`src/rtl/systolic_feeder.sv`:
```
`default_nettype none
// ============================================================================
// Module      : systolic_feeder
// Description : Skews A column / B row slices into an NxN systolic array,
//               tile by tile, with drain and anti-diagonal push sequencing.
// Revision    : 1.0 - initial release
// ============================================================================
module systolic_feeder #(
    parameter int DW     = 8,
    parameter int N      = 2,
    parameter int SIZE_W = 17
) (
    input  logic                       clk,
    input  logic                       reset,
    input  logic                       start,
    input  logic                       abort,
    input  logic [SIZE_W-1:0]          size,
    input  logic                       in_valid,
    output logic                       in_ready,
    input  logic [N*DW-1:0]            in_a,
    input  logic [N*DW-1:0]            in_b,
    output logic [N*DW-1:0]            a_out,
    output logic [N*DW-1:0]            b_out,
    output logic                       feed_valid,
    output logic                       tile_first,
    output logic                       push,
    output logic [$clog2(2*N-1)-1:0]   push_diag,
    output logic                       busy,
    output logic                       done,
    output logic                       err
);

    localparam int PW = $clog2(2*N-1);
    localparam logic [SIZE_W-1:0]   c_n          = SIZE_W'(N);
    localparam logic [SIZE_W-1:0]   c_one        = {{(SIZE_W-1){1'b0}}, 1'b1};
    localparam logic [2*SIZE_W-1:0] c_tile_one   = {{(2*SIZE_W-1){1'b0}}, 1'b1};
    localparam logic [PW-1:0]       c_ph_one     = {{(PW-1){1'b0}}, 1'b1};
    localparam logic [PW-1:0]       c_drain_last = PW'(N-2);
    localparam logic [PW-1:0]       c_push_last  = PW'(2*N-2);

    typedef enum logic [2:0] {
        S_IDLE  = 3'd0,
        S_RUN   = 3'd1,
        S_DRAIN = 3'd2,
        S_PUSH  = 3'd3,
        S_DONE  = 3'd4
    } state_t;

    state_t                r_state, w_next;
    logic [SIZE_W-1:0]     r_size, r_beat, w_quot;
    logic [2*SIZE_W-1:0]   r_tiles, r_tile_cnt, w_tiles;
    logic [PW-1:0]         r_phase;
    logic                  r_feed_valid, r_tile_first, r_err;
    logic                  w_legal, w_start_ok, w_accept, w_shift, w_clr, w_abort;
    logic                  w_last_beat, w_drain_end, w_push_end, w_last_tile;

    assign w_legal     = (size >= c_n) && ((size % c_n) == '0);
    assign w_quot      = size / c_n;
    assign w_tiles     = {{SIZE_W{1'b0}}, w_quot} * {{SIZE_W{1'b0}}, w_quot};
    assign w_start_ok  = (r_state == S_IDLE) && start && w_legal;
    assign w_abort     = (r_state != S_IDLE) && abort;
    assign w_accept    = (r_state == S_RUN) && in_valid && !abort;
    assign w_shift     = w_accept || ((r_state == S_DRAIN) && !abort);
    assign w_last_beat = (r_beat == (r_size - c_one));
    assign w_drain_end = (r_state == S_DRAIN) && (r_phase == c_drain_last);
    assign w_push_end  = (r_state == S_PUSH) && (r_phase == c_push_last);
    assign w_last_tile = ((r_tile_cnt + c_tile_one) == r_tiles);
    // Skew lanes are wiped on every tile boundary so each tile starts from zeros.
    assign w_clr       = w_start_ok || w_abort || (w_push_end && !abort && !w_last_tile);

    always_ff @(posedge clk or posedge reset) begin
        if (reset) begin
            r_state <= S_IDLE;
        end else begin
            r_state <= w_next;
        end
    end

    always_comb begin
        w_next    = r_state;
        in_ready  = 1'b0;
        busy      = 1'b0;
        done      = 1'b0;
        push      = 1'b0;
        push_diag = '0;
        if (w_abort) begin
            w_next = S_IDLE;
        end else begin
            case (r_state)
                S_IDLE:  if (w_start_ok) w_next = S_RUN;
                S_RUN:   if (w_accept && w_last_beat) w_next = S_DRAIN;
                S_DRAIN: if (w_drain_end) w_next = S_PUSH;
                S_PUSH:  if (w_push_end) w_next = w_last_tile ? S_DONE : S_RUN;
                S_DONE:  w_next = S_IDLE;
                default: w_next = S_IDLE;
            endcase
        end
        case (r_state)
            S_RUN:   begin in_ready = 1'b1; busy = 1'b1; end
            S_DRAIN: busy = 1'b1;
            S_PUSH:  begin busy = 1'b1; push = 1'b1; push_diag = r_phase; end
            S_DONE:  begin busy = 1'b1; done = 1'b1; end
            default: ;
        endcase
    end

    always_ff @(posedge clk or posedge reset) begin
        if (reset) begin
            r_size       <= '0;
            r_tiles      <= '0;
            r_beat       <= '0;
            r_phase      <= '0;
            r_tile_cnt   <= '0;
            r_feed_valid <= 1'b0;
            r_tile_first <= 1'b0;
            r_err        <= 1'b0;
        end else begin
            r_err        <= (r_state == S_IDLE) && start && !w_legal;
            r_feed_valid <= w_shift;
            r_tile_first <= w_accept && (r_beat == '0);
            if (w_abort) begin
                r_beat     <= '0;
                r_phase    <= '0;
                r_tile_cnt <= '0;
            end else if (w_start_ok) begin
                r_size     <= size;
                r_tiles    <= w_tiles;
                r_beat     <= '0;
                r_phase    <= '0;
                r_tile_cnt <= '0;
            end else begin
                if (w_accept) begin
                    r_beat <= w_last_beat ? '0 : r_beat + c_one;
                end
                if (w_drain_end || w_push_end) begin
                    r_phase <= '0;
                end else if ((r_state == S_DRAIN) || (r_state == S_PUSH)) begin
                    r_phase <= r_phase + c_ph_one;
                end
                if (w_push_end) begin
                    r_tile_cnt <= r_tile_cnt + c_tile_one;
                end
            end
        end
    end

    assign feed_valid = r_feed_valid;
    assign tile_first = r_tile_first;
    assign err        = r_err;

    // Lane i is an (i+1)-deep delay line; its last stage drives the array edge.
    for (genvar i = 0; i < N; i++) begin : g_lane
        logic [DW-1:0] r_a_dly [i+1];
        logic [DW-1:0] r_b_dly [i+1];

        always_ff @(posedge clk or posedge reset) begin
            if (reset) begin
                for (int k = 0; k <= i; k++) begin
                    r_a_dly[k] <= '0;
                    r_b_dly[k] <= '0;
                end
            end else if (w_clr) begin
                for (int k = 0; k <= i; k++) begin
                    r_a_dly[k] <= '0;
                    r_b_dly[k] <= '0;
                end
            end else if (w_shift) begin
                r_a_dly[0] <= w_accept ? in_a[i*DW +: DW] : '0;
                r_b_dly[0] <= w_accept ? in_b[i*DW +: DW] : '0;
                for (int k = 1; k <= i; k++) begin
                    r_a_dly[k] <= r_a_dly[k-1];
                    r_b_dly[k] <= r_b_dly[k-1];
                end
            end
        end

        assign a_out[i*DW +: DW] = r_a_dly[i];
        assign b_out[i*DW +: DW] = r_b_dly[i];
    end

endmodule
`default_nettype wire

```
`config.mk`:
```
export PLATFORM = sky130hd
export DESIGN_NAME = systolic_feeder
export DESIGN_NICKNAME = d
export VERILOG_FILES = /design/src/rtl/systolic_feeder.sv
export SDC_FILE = /design/constraint.sdc
export NUM_CORES = 1
export LEC_CHECK = 0
export BUFFER_PORTS_ARGS = -buffer_cell sky130_fd_sc_hd__buf_2
export CORE_ASPECT_RATIO = 0.75
export CORE_MARGIN = 5
export CORE_UTILIZATION = 40
export CTS_BUF_LIST = sky130_fd_sc_hd__clkbuf_8
export DETAILED_ROUTE_END_ITERATION = 12
export SLEW_MARGIN = 25
export SYNTH_ARGS = -nofsm -noshare
export SYNTH_HDL_FRONTEND = slang
export SYNTH_SLANG_ARGS = --single-unit
export TNS_END_PERCENT = 10
```
`constraint.sdc`:
```
create_clock -name clk -period 5.48 [get_ports clk]
set_input_delay 0.548 -clock clk [delete_from_list [all_inputs] [get_ports clk]]
set_output_delay 0.548 -clock clk [all_outputs]
set_load 0.02 [all_outputs]
```
==> metrics.txt, run 1 <==
clock latency on the worst-skew pair=0.47 ns; cts hold-fix bufs=0; Final min period=5.82 ns; Synth Area in Adders=28.5%; setup violators final=9; FF+latch count, synth=154; failing checks=setup timing; Startpoint Class=input pin; DIE AREA=0.0449 mm²; max frequency=172 MHz; CP endpoint kind=register; mux cell area share after synthesis=1.37%; dominant synthesized flop cell=dfrtp_1; static leakage=9.36 nW; EDFF count, synth=0; CTS tree=yes; crit path max fanout=9; Clock Tree Buf Depth=2; routability congestion estimate=0.884; r2r setup slk=0.86 ns; Post-synth ARST share=100%; sequential share of power=13.0%; Synth Area in Compound Gates=11.7%; Total Routing Usage GR=18.7%; Power, Total=13.0 mW; Pins Over Slew Limit=0; Initial DRT Pass Iterations=7; CTS Buf Count=17; Syn. warnings=0; Die Height=185 µm; maxcap violations=0; Port Buffer Count=94; largest family of logic cells by synthesized area=adder cells; part of the power in combinational logic=81.3%; Initial Util=40.2%; launch point of the worst reg-to-reg path=r_tile_cnt[0]; power density over the cells=679 mW/mm²; kind of critical path=in -> reg; worst hold path type=in -> async; crit path from=size[7]; row count=64; reg2reg end=g_lane[1].r_a_dly[14]; Hold Violations, Final=0; WP data required=5.85 ns; Internal Power=6.88 mW; CP Capture Point=r_tiles[29]; most frequent cell after synthesis=inv_1; Clock power frac=5.7%; vias in the first global route=13400; largest cells by area after synthesis=dfrtp_1, fa_1, ha_1; Max VDD drop=0.820 mV; residual overflow from global routing=0; top cell type's share of synthesized area=23.6%; syn nets=2178; Setup Skew=0.0127 ns; Layout area overhead=17.0%; Final Net Count=2362; CP arrival=6.19 ns; synthesized area per cell=8.81 µm²; worst slew pin tran=0.956 ns; sequential share of the synthesized area=23.6%; unique cell type count in the Yosys netlist=77; Psw=6.07 mW; DIE WIDTH=243 µm; initial antenna violation count=0; Avg Vias per Cell=5.16; overall routed net length=41.5 mm; Synth Area in XOR/XNOR=6.07%; fin worst setup slack=-0.340 ns; CTS Root Buffer Type=clkbuf_8; Post-synth top cells=inv_1, nand2_1, fa_1; Post-Place Setup Slack=-1.06 ns; Rel. slew slack=35.7%; RSZ-0062 raised after global routing=true; via count of the routed design=13300; largest net degree at the start of global routing=102; outcome=finished with violations; Mapped Cells=1851; drt drc=0; core area=0.0405 mm²; Reg2Reg Depth=10; post-synth top area cell=dfrtp_1; post-synthesis simple-gate area fraction=18.6%; share of cells above drive strength 1=19.8%; final worst path period share=106%; Netlist Area Pre-Place=0.0163 mm²; CTS Sinks=154; hpwl dp=32.8 mm; drt wl/cell=16.1 µm; Worst-path clk slew=0.09 ns; first-pass GRT wire length=69.3 mm; Ports=95; DRT iter0 DRCs=796; H-tree depth=4; ANT cells=0; Sw Ratio=46.9%; Post-DRT Antenna Nets=0
==> power by group through the flow <==
stage | sequential, mW | combinational (mW) | clock (mW)
floorplan | 1.66 | 6.38 | 0
global placement | 1.70 | 9.28 | 0
CTS | 1.69 | 10.3 | 0.768
detailed placement | 1.71 | 9.43 | 0
global route | 1.73 | 11.7 | 0.816
finish | 1.69 | 10.5 | 0.735
==> flip-flops by register name, summed over array words and instances, names as in the netlist <==
signal and cells:
r_size 17, err 1, r_beat 17, g_lane.r_b_dly 16
b_out 8, r_state 3, r_tiles 30, tile_first 1
feed_valid 1, g_lane.r_a_dly 16, r_tile_cnt 34, a_out 8
r_phase 2
==> critical path, cell delays in order <==
cell	delay [ns]
buf_8	0.12
buf_12	0.13
and2_4	0.13
fa_1	0.53
inv_2	0.05
fa_1	0.53
inv_1	0.05
fa_1	0.53
fa_2	0.45
fa_1	0.48
inv_1	0.05
fa_1	0.50
inv_2	0.05
ha_4	0.22
nand4_1	0.11
buf_4	0.13
nor2_1	0.05
a32oi_2	0.22
o311ai_4	0.17
a311oi_2	0.37
buf_4	0.18
o21ai_2	0.05
a211o_1	0.29
a31o_2	0.23
==> worst min-delay path by stage <==
stage                from                    to  slack (ns)  cells past startpoint
6_report            reset             r_beat[2]        0.18                      2
5_1_grt             reset             r_beat[7]        0.21                      2
4_1_cts           in_a[5]  g_lane[0].r_a_dly[5]        0.22                      3
3_5_place_dp   r_tiles[4]            r_tiles[4]        0.49                      2
3_3_place_gp   r_tiles[3]            r_tiles[3]        0.49                      2
2_1_floorplan  r_tiles[3]            r_tiles[3]        0.47                      2
==> layer usage <==
metal	routed length, µm	global-route usage [%]	vias to the layer above
li1	-	-	6432
met1	20800	27.9	6652
met2	19100	29.7	166
met3	1330	2.70	20
met4	224	2.68	0
met5	0	0	-
==> what timing repair did <==
| item | CTS | global route |
|---|---|---|
| cloned | 0 | 0 |
| resized for setup | 65 | 21 |
| endpoints found under the setup margin | 14 | 17 |
| setup buffers | 8 | 2 |
| pin swaps | 32 | 27 |
==> final cells by class <==
type / instances / area, µm²
fillers: 3931 / 21400
multi-input cells: 1284 / 11200
flip-flops and latches: 154 / 3850
repair buffers: 272 / 1910
inverters: 306 / 1160
well taps: 528 / 661
clock buffers: 18 / 248
clock inverters: 11 / 62.6
==> cells by family (layout without fill, tap and decap cells) <==
kind of cell             Yosys count  count (layout)
AO/OA/AOI/OAI                    270             270
adder cells (fa/ha/maj)          273             273
buffers and inverters            413             607
multiplexers                      22              22
AND/OR/NAND/NOR                  606             606
XOR/XNOR                         113             113
flip-flops                       154             154
==> per-stage QoR <==
step / hold slack, ns / TNS (ns) / util, % / instances / cell area [µm²]
6_report: 0.184 / -1.32 / 47.1 / 2573 / 19100
5_1_grt: 0.205 / -2.82 / 47.1 / 2573 / 19100
4_1_cts: 0.223 / -0.917 / 46.9 / 2571 / 19000
3_5_place_dp: 0.491 / -12.58 / 45.3 / 2534 / 18400
3_3_place_gp: 0.488 / -11.82 / 45.3 / 2534 / 18400
2_1_floorplan: 0.466 / -3.69 / - / 1851 / 16600
==> cells in the final DEF, fill, tap and decap left out, drive strengths merged, types with 7 or more instances in the layout <==
cell / count
inv: 308
buf: 272
nand2: 226
fa: 164
dfrtp: 154
ha: 109
nor2: 96
xnor2: 70
o21ai: 60
a21oi: 55
and2: 44
xor2: 43
nand3: 41
nor3: 37
o41ai: 34
and3: 31
nand4: 22
mux2i: 20
or3: 19
clkbuf: 18
nor4: 17
o211ai: 16
nand2b: 15
a31oi: 15
a21o: 13
nor3b: 11
nor2b: 11
nor4b: 8
o21a: 8
a211oi: 8
o31ai: 8
a2111o: 7
or4: 7
Power figures use the tool's default switching activity.
==> run 2, diff against run 1 <==
--- a/config.mk
+++ b/config.mk
@@ -6,11 +6,15 @@
 export NUM_CORES = 1
 export LEC_CHECK = 0
 export BUFFER_PORTS_ARGS = -buffer_cell sky130_fd_sc_hd__buf_2
+export CELL_PAD_IN_SITES_DETAIL_PLACEMENT = 1
+export CELL_PAD_IN_SITES_GLOBAL_PLACEMENT = 1
 export CORE_ASPECT_RATIO = 0.75
 export CORE_MARGIN = 5
 export CORE_UTILIZATION = 40
 export CTS_BUF_LIST = sky130_fd_sc_hd__clkbuf_8
 export DETAILED_ROUTE_END_ITERATION = 12
+export PLACE_DENSITY_LB_ADDON = 0.1
+export SETUP_SLACK_MARGIN = 0.3
 export SLEW_MARGIN = 25
 export SYNTH_ARGS = -nofsm -noshare
 export SYNTH_HDL_FRONTEND = slang
==> metrics.txt, run 2 (synthesis results as in run 1) <==
cell breakdown of the critical path=buf_4 -> buf_8 -> buf_4 -> nand2_4 -> fa_1 -> fa_1 -> inv_1 -> fa_1 -> fa_2 -> fa_1 -> inv_2 -> fa_1 -> inv_2 -> ha_4 -> a21oi_2 -> o21ai_2 -> a32oi_2 -> o311ai_2 -> buf_4 -> a311oi_4 -> o21ai_2 -> a211o_1 -> a31o_2; setup violators final=7 (-2); H-tree depth=4 (unchanged); Final Net Count=2364 (+0.085%); kind of critical path=in -> reg; failing checks=setup timing; Pins Over Slew Limit=0 (unchanged); maxcap violations=0 (unchanged); drt drc=0 (unchanged); final worst path period share=105% (-1.4 points); initial antenna violation count=2 (+2); hpwl dp=37.4 mm (+14%); Post-DRT Antenna Nets=0 (unchanged); CTS Sinks=154 (unchanged); outcome=finished with violations; WP buf/inv=7 (-1); DIE WIDTH=243 µm (unchanged); commonest non-fill, non-tap cell in the layout=inv_1; CTS Buf Count=17 (unchanged); Max VDD drop=0.663 mV (-19%); RSZ-0062 raised after global routing=true; largest net degree at the start of global routing=91 (-11%); residual overflow from global routing=0 (unchanged); drt wl/cell=18.1 µm (+12%); overall routed net length=46.6 mm (+12%); CP arrival=6.13 ns (-0.06 ns); launch point of the worst reg-to-reg path=r_tile_cnt[0]; power density over the cells=707 mW/mm² (+4.2%); Initial Util=40.2% (unchanged); Worst path most repeated cell=fa_1; via count of the routed design=13400 (+1.2%); slowest stage cell on the critical path=fa_1; Setup Skew=0.0183 ns (+0.00553 ns); CP endpoint kind=register; Avg Vias per Cell=5.21 (+0.97%); DRT iter0 DRCs=616 (-23%); vias in the first global route=14200 (+5.9%); Max stage delay on crit path=0.55 ns (+0.02 ns); fin worst setup slack=-0.266 ns (+0.0742 ns); Total Routing Usage GR=21.0% (+2.3 points); Power, Total=13.7 mW (+5.4%); worst slew pin tran=0.991 ns (+0.0351 ns); Layout area overhead=18.4%; row count=64 (unchanged); Final min period=5.75 ns (-0.0742 ns); static leakage=9.39 nW (+0.37%); first-pass GRT wire length=76.5 mm (+10%); final core utilization=47.6% (+0.55 points); share of cells above drive strength 1=21.0% (+1.2 points); CTS Root Buffer Type=clkbuf_8; Clock Tree Buf Depth=2 (unchanged); most frequent cells in the layout=inv_1, nand2_1, buf_4; worst hold path type=in -> async; crit path from=size[13]; family with the most delay on the worst path=adder cells; Post-Place Setup Slack=-1.10 ns (-0.0428 ns); DIE AREA=0.0449 mm² (unchanged); max frequency=174 MHz (+1.3%); WP data required=5.87 ns (+0.02 ns); Startpoint Class=input pin; setup TNS=-1.22 ns (+0.0976 ns); Initial DRT Pass Iterations=5 (-2); Port Buffer Count=94 (unchanged); core area=0.0405 mm² (unchanged); top flop regs=r_tile_cnt x34, r_tiles x30; crit path max fanout=5 (-4); CTS tree=yes; Largest register FFs=34 (unchanged); Rel. slew slack=33.3% (-2.4 points); Die Height=185 µm (unchanged); Ports=95 (unchanged); routability congestion estimate=0.816 (-7.7%); clock latency on the worst-skew pair=0.50 ns (+0.03 ns); Hold Violations, Final=0 (unchanged); final hold slack=0.0824 ns (-0.102 ns); Biggest register=r_tile_cnt; Worst-path clk slew=0.10 ns (about the same)
-- run 2: worst register-to-register path: cells and delay by family, from the launching register on --
kind,cells,cell delay (ns)
adder cells (fa/ha/maj),1,0.33
AO/OA/AOI/OAI,3,1.36
buffers and inverters,1,0.33
flip-flops,1,0.46
AND/OR/NAND/NOR,5,1.46
-- run 2: routing by layer --
| layer | track usage [%] | part of all wire, % | vias to the layer above |
|---|---|---|---|
| met3 | 2.68 | 2.2 | 17 |
| met1 | 30.9 | 50 | 6882 |
| met5 | 0 | 0 | - |
| met4 | 2.72 | 0.63 | 0 |
| met2 | 34.3 | 47 | 99 |
| li1 | - | - | 6432 |
-- run 2: where the power goes --
| part | leakage, nW | switching, mW | internal [mW] |
|---|---|---|---|
| Sequential | 2.06 | 0.293 | 1.41 |
| Combinational | 7.13 | 5.70 | 5.34 |
| Clock | 0.205 | 0.519 | 0.392 |
| Total | 9.39 | 6.51 | 7.14 |
-- run 2: what timing repair did --
action	in CTS	in global routing
setup buffers	4	8
setup endpoints to repair	19	19
pin swaps	32	54
gates resized for setup	51	56
hold buffers	0	0
-- run 2: worst paths after layout --
path	slack (ns)	end	cells after the start
worst max-delay path	-0.27	r_tiles[29]	23
worst min-delay path	0.08	r_phase[0]	2
worst max register to register	1.43	g_lane[0].r_a_dly[1]	10
worst min register to register	0.51	r_tiles[27]	2
max in group asynchronous	4.21	r_beat[16]	3
min in group clk	0.24	g_lane[1].r_a_dly[11]	3
-- run 2: stage by stage --
step / cells / instance area [µm²]
finish: 2579 / 19300
global route: 2578 / 19300
CTS: 2570 / 19000
detailed placement: 2534 / 18400
global placement: 2534 / 18400
floorplan: 1851 / 16600
-- run 2: cell type report --
class                      instances  area, µm²
fill                            4729      21200
clock buffer                      18        248
tap                              528        661
multi-input combinational       1284      11300
timing repair buffer             274       1950
inverter                         306       1160
sequential                       154       3850
antenna                            1       2.50
clock inverter                    14        156
==> run 3, diff against run 2 <==
--- a/config.mk
+++ b/config.mk
@@ -13,6 +13,7 @@
 export CORE_UTILIZATION = 40
 export CTS_BUF_LIST = sky130_fd_sc_hd__clkbuf_8
 export DETAILED_ROUTE_END_ITERATION = 12
+export GPL_TIMING_DRIVEN = 0
 export PLACE_DENSITY_LB_ADDON = 0.1
 export SETUP_SLACK_MARGIN = 0.3
 export SLEW_MARGIN = 25
==> metrics.txt, run 3 (synthesis results as in run 1) <==
static leakage=9.27 nW (-1.3%); RSZ-0062 raised after global routing=true; Reg2Reg Depth=11 (+1); WP data required=5.88 ns (about the same); clock latency on the worst-skew pair=0.50 ns (about the same); Max VDD drop=0.871 mV (+31%); sequential share of power=12.8% (+0.3 points); initial antenna violation count=2 (unchanged); Ports=95 (unchanged); Internal Power=6.40 mW (-10%); most frequent cells in the layout=inv_1, nand2_1, dfrtp_1; drt wl/cell=20.1 µm (+11%); H-tree depth=4 (unchanged); residual overflow from global routing=0 (unchanged); Initial DRT Pass Iterations=5 (unchanged); Sw Ratio=50.8% (+3.1 points); power density over the cells=676 mW/mm² (-4.5%); fin worst setup slack=-0.465 ns (-0.199 ns); kind of critical path=in -> reg; Hold Violations, Final=0 (unchanged); Port Buffer Count=91 (-3.2%); Final Instance Count excl. Fillers=2554 (-0.97%); CTS tree=yes; drt drc=0 (unchanged); DRT iter0 DRCs=747 (+21%); Layout area overhead=18.2%; failing checks=setup timing; Final Net Count=2340 (-1.0%); CP arrival=6.35 ns (+0.22 ns); cts hold-fix bufs=0 (unchanged); CTS Buf Count=17 (unchanged); Post-DRT Antenna Nets=0 (unchanged); Startpoint Class=input pin; Final min period=5.95 ns (+0.199 ns); Avg Vias per Cell=5.34 (+2.6%); crit path max fanout=6 (+1); maxcap violations=0 (unchanged); Biggest register=r_tile_cnt; Inst Count DP=2471 (-2.5%); final worst path period share=108% (+3.6 points); largest net degree at the start of global routing=92 (+1.1%); first-pass GRT wire length=81.5 mm (+6.5%); core area=0.0405 mm² (unchanged); Largest register FFs=34 (unchanged); Pins Over Slew Limit=0 (unchanged); worst slew pin tran=0.960 ns (-0.0311 ns); share of cells above drive strength 1=17.5% (-3.5 points); final hold slack=0.0871 ns (+0.00467 ns); Total Routing Usage GR=22.9% (+1.9 points); Die Height=185 µm (unchanged); Setup Skew=0.0190 ns (+0.000716 ns); vias in the first global route=14600 (+2.6%); hpwl dp=40.5 mm (+8.2%); CP endpoint kind=register; overall routed net length=51.2 mm (+9.9%); Clock power frac=7.0% (+0.3 points); Initial Util=40.2% (unchanged); Worst-path clk slew=0.08 ns (-0.02 ns); outcome=finished with violations; Psw=6.62 mW (+1.6%); via count of the routed design=13600 (+1.6%); commonest non-fill, non-tap cell in the layout=inv_1; worst hold path type=in -> async; DIE AREA=0.0449 mm² (unchanged); max frequency=168 MHz (-3.4%); CTS Sinks=154 (unchanged); CTS Root Buffer Type=clkbuf_8; ANT cells=0 (-1); setup violators final=14 (+7); Clock Tree Buf Depth=2 (unchanged); routability congestion estimate=0.836 (+2.5%); Rel. slew slack=35.4% (+2.1 points); DIE WIDTH=243 µm (unchanged); part of the power in combinational logic=80.2% (-0.7 points); row count=64 (unchanged); top flop regs=r_tile_cnt x34, r_tiles x30
==> run 3: critical path, cell delays in order <==
cell and delay (ns):
buf_6 0.11, clkbuf_16 0.15, and2_4 0.16, inv_1 0.05, fa_1 0.52, inv_2 0.05, fa_2 0.52, inv_1 0.05
fa_2 0.51, inv_1 0.05, fa_2 0.42, fa_1 0.55, inv_1 0.05, fa_2 0.51, inv_1 0.06, ha_4 0.33
o21a_1 0.14, nor2_1 0.05, o31ai_2 0.31, o21ai_4 0.13, a2111o_1 0.55, a2111o_1 0.42, o211ai_1 0.09
==> run 3: layer usage <==
layer | vias to the layer above | GRT usage, % | part of all wire [%]
li1 | 6393 | - | -
met1 | 7044 | 34.2 | 50
met2 | 169 | 36.7 | 46
met3 | 34 | 3.45 | 3.5
met4 | 0 | 2.84 | 0.77
met5 | - | 0 | 0
==> run 3: stage by stage <==
step | instance area, µm² | setup WS [ns] | TNS (ns) | util (%) | power [mW]
3_5_place_dp | 17700 | -1.57 | -21.92 | 43.8 | 10.4
2_1_floorplan | 16600 | -0.485 | -3.69 | - | 8.04
5_1_grt | 19300 | -0.578 | -5.41 | 47.5 | 14.2
6_report | 19300 | -0.465 | -3.31 | 47.5 | 13.0
3_3_place_gp | 17700 | -1.48 | -225.93 | 43.7 | 10.2
4_1_cts | 19000 | -0.388 | -2.87 | 46.9 | 12.4
==> run 3: final cells by class <==
cell class              count  area [µm²]
multi-input cells        1284       11200
clock buffers              19         262
fillers                  4729       21300
plain buffers             107         935
repair buffers            143         986
flip-flops and latches    154        3850
inverters                 306        1170
clock inverters            13         144
well taps                 528         661
==> run 3: power by group through the flow <==
stage,Combinational (mW),Sequential [mW],Clock (mW)
2_1_floorplan,6.38,1.66,0
3_3_place_gp,8.54,1.69,0
3_5_place_dp,8.71,1.70,0
4_1_cts,9.75,1.68,0.945
5_1_grt,11.5,1.70,0.999
6_report,10.4,1.67,0.914
==> run 3: what timing repair did <==
action / CTS / global route
gates cloned: 0 / 1
setup buffers: 40 / 10
gates resized for setup: 103 / 50
endpoints found under the hold margin: 0 / 0
setup endpoints to repair: 21 / 19
pin swaps: 41 / 53
==> run 3: final timing paths <==
| kind | startpoint | to | slack [ns] |
|---|---|---|---|
| max in group asynchronous | reset | r_size[0] | 4.56 |
| worst min-delay path | reset | r_tile_cnt[30] | 0.09 |
| worst max-delay path | size[9] | r_tiles[30] | -0.47 |
| min in group clk | in_b[1] | g_lane[0].r_b_dly[1] | 0.25 |
| worst min register to register | r_tiles[3] | r_tiles[3] | 0.51 |
| worst max register to register | r_tile_cnt[0] | g_lane[1].r_a_dly[8] | 0.98 |
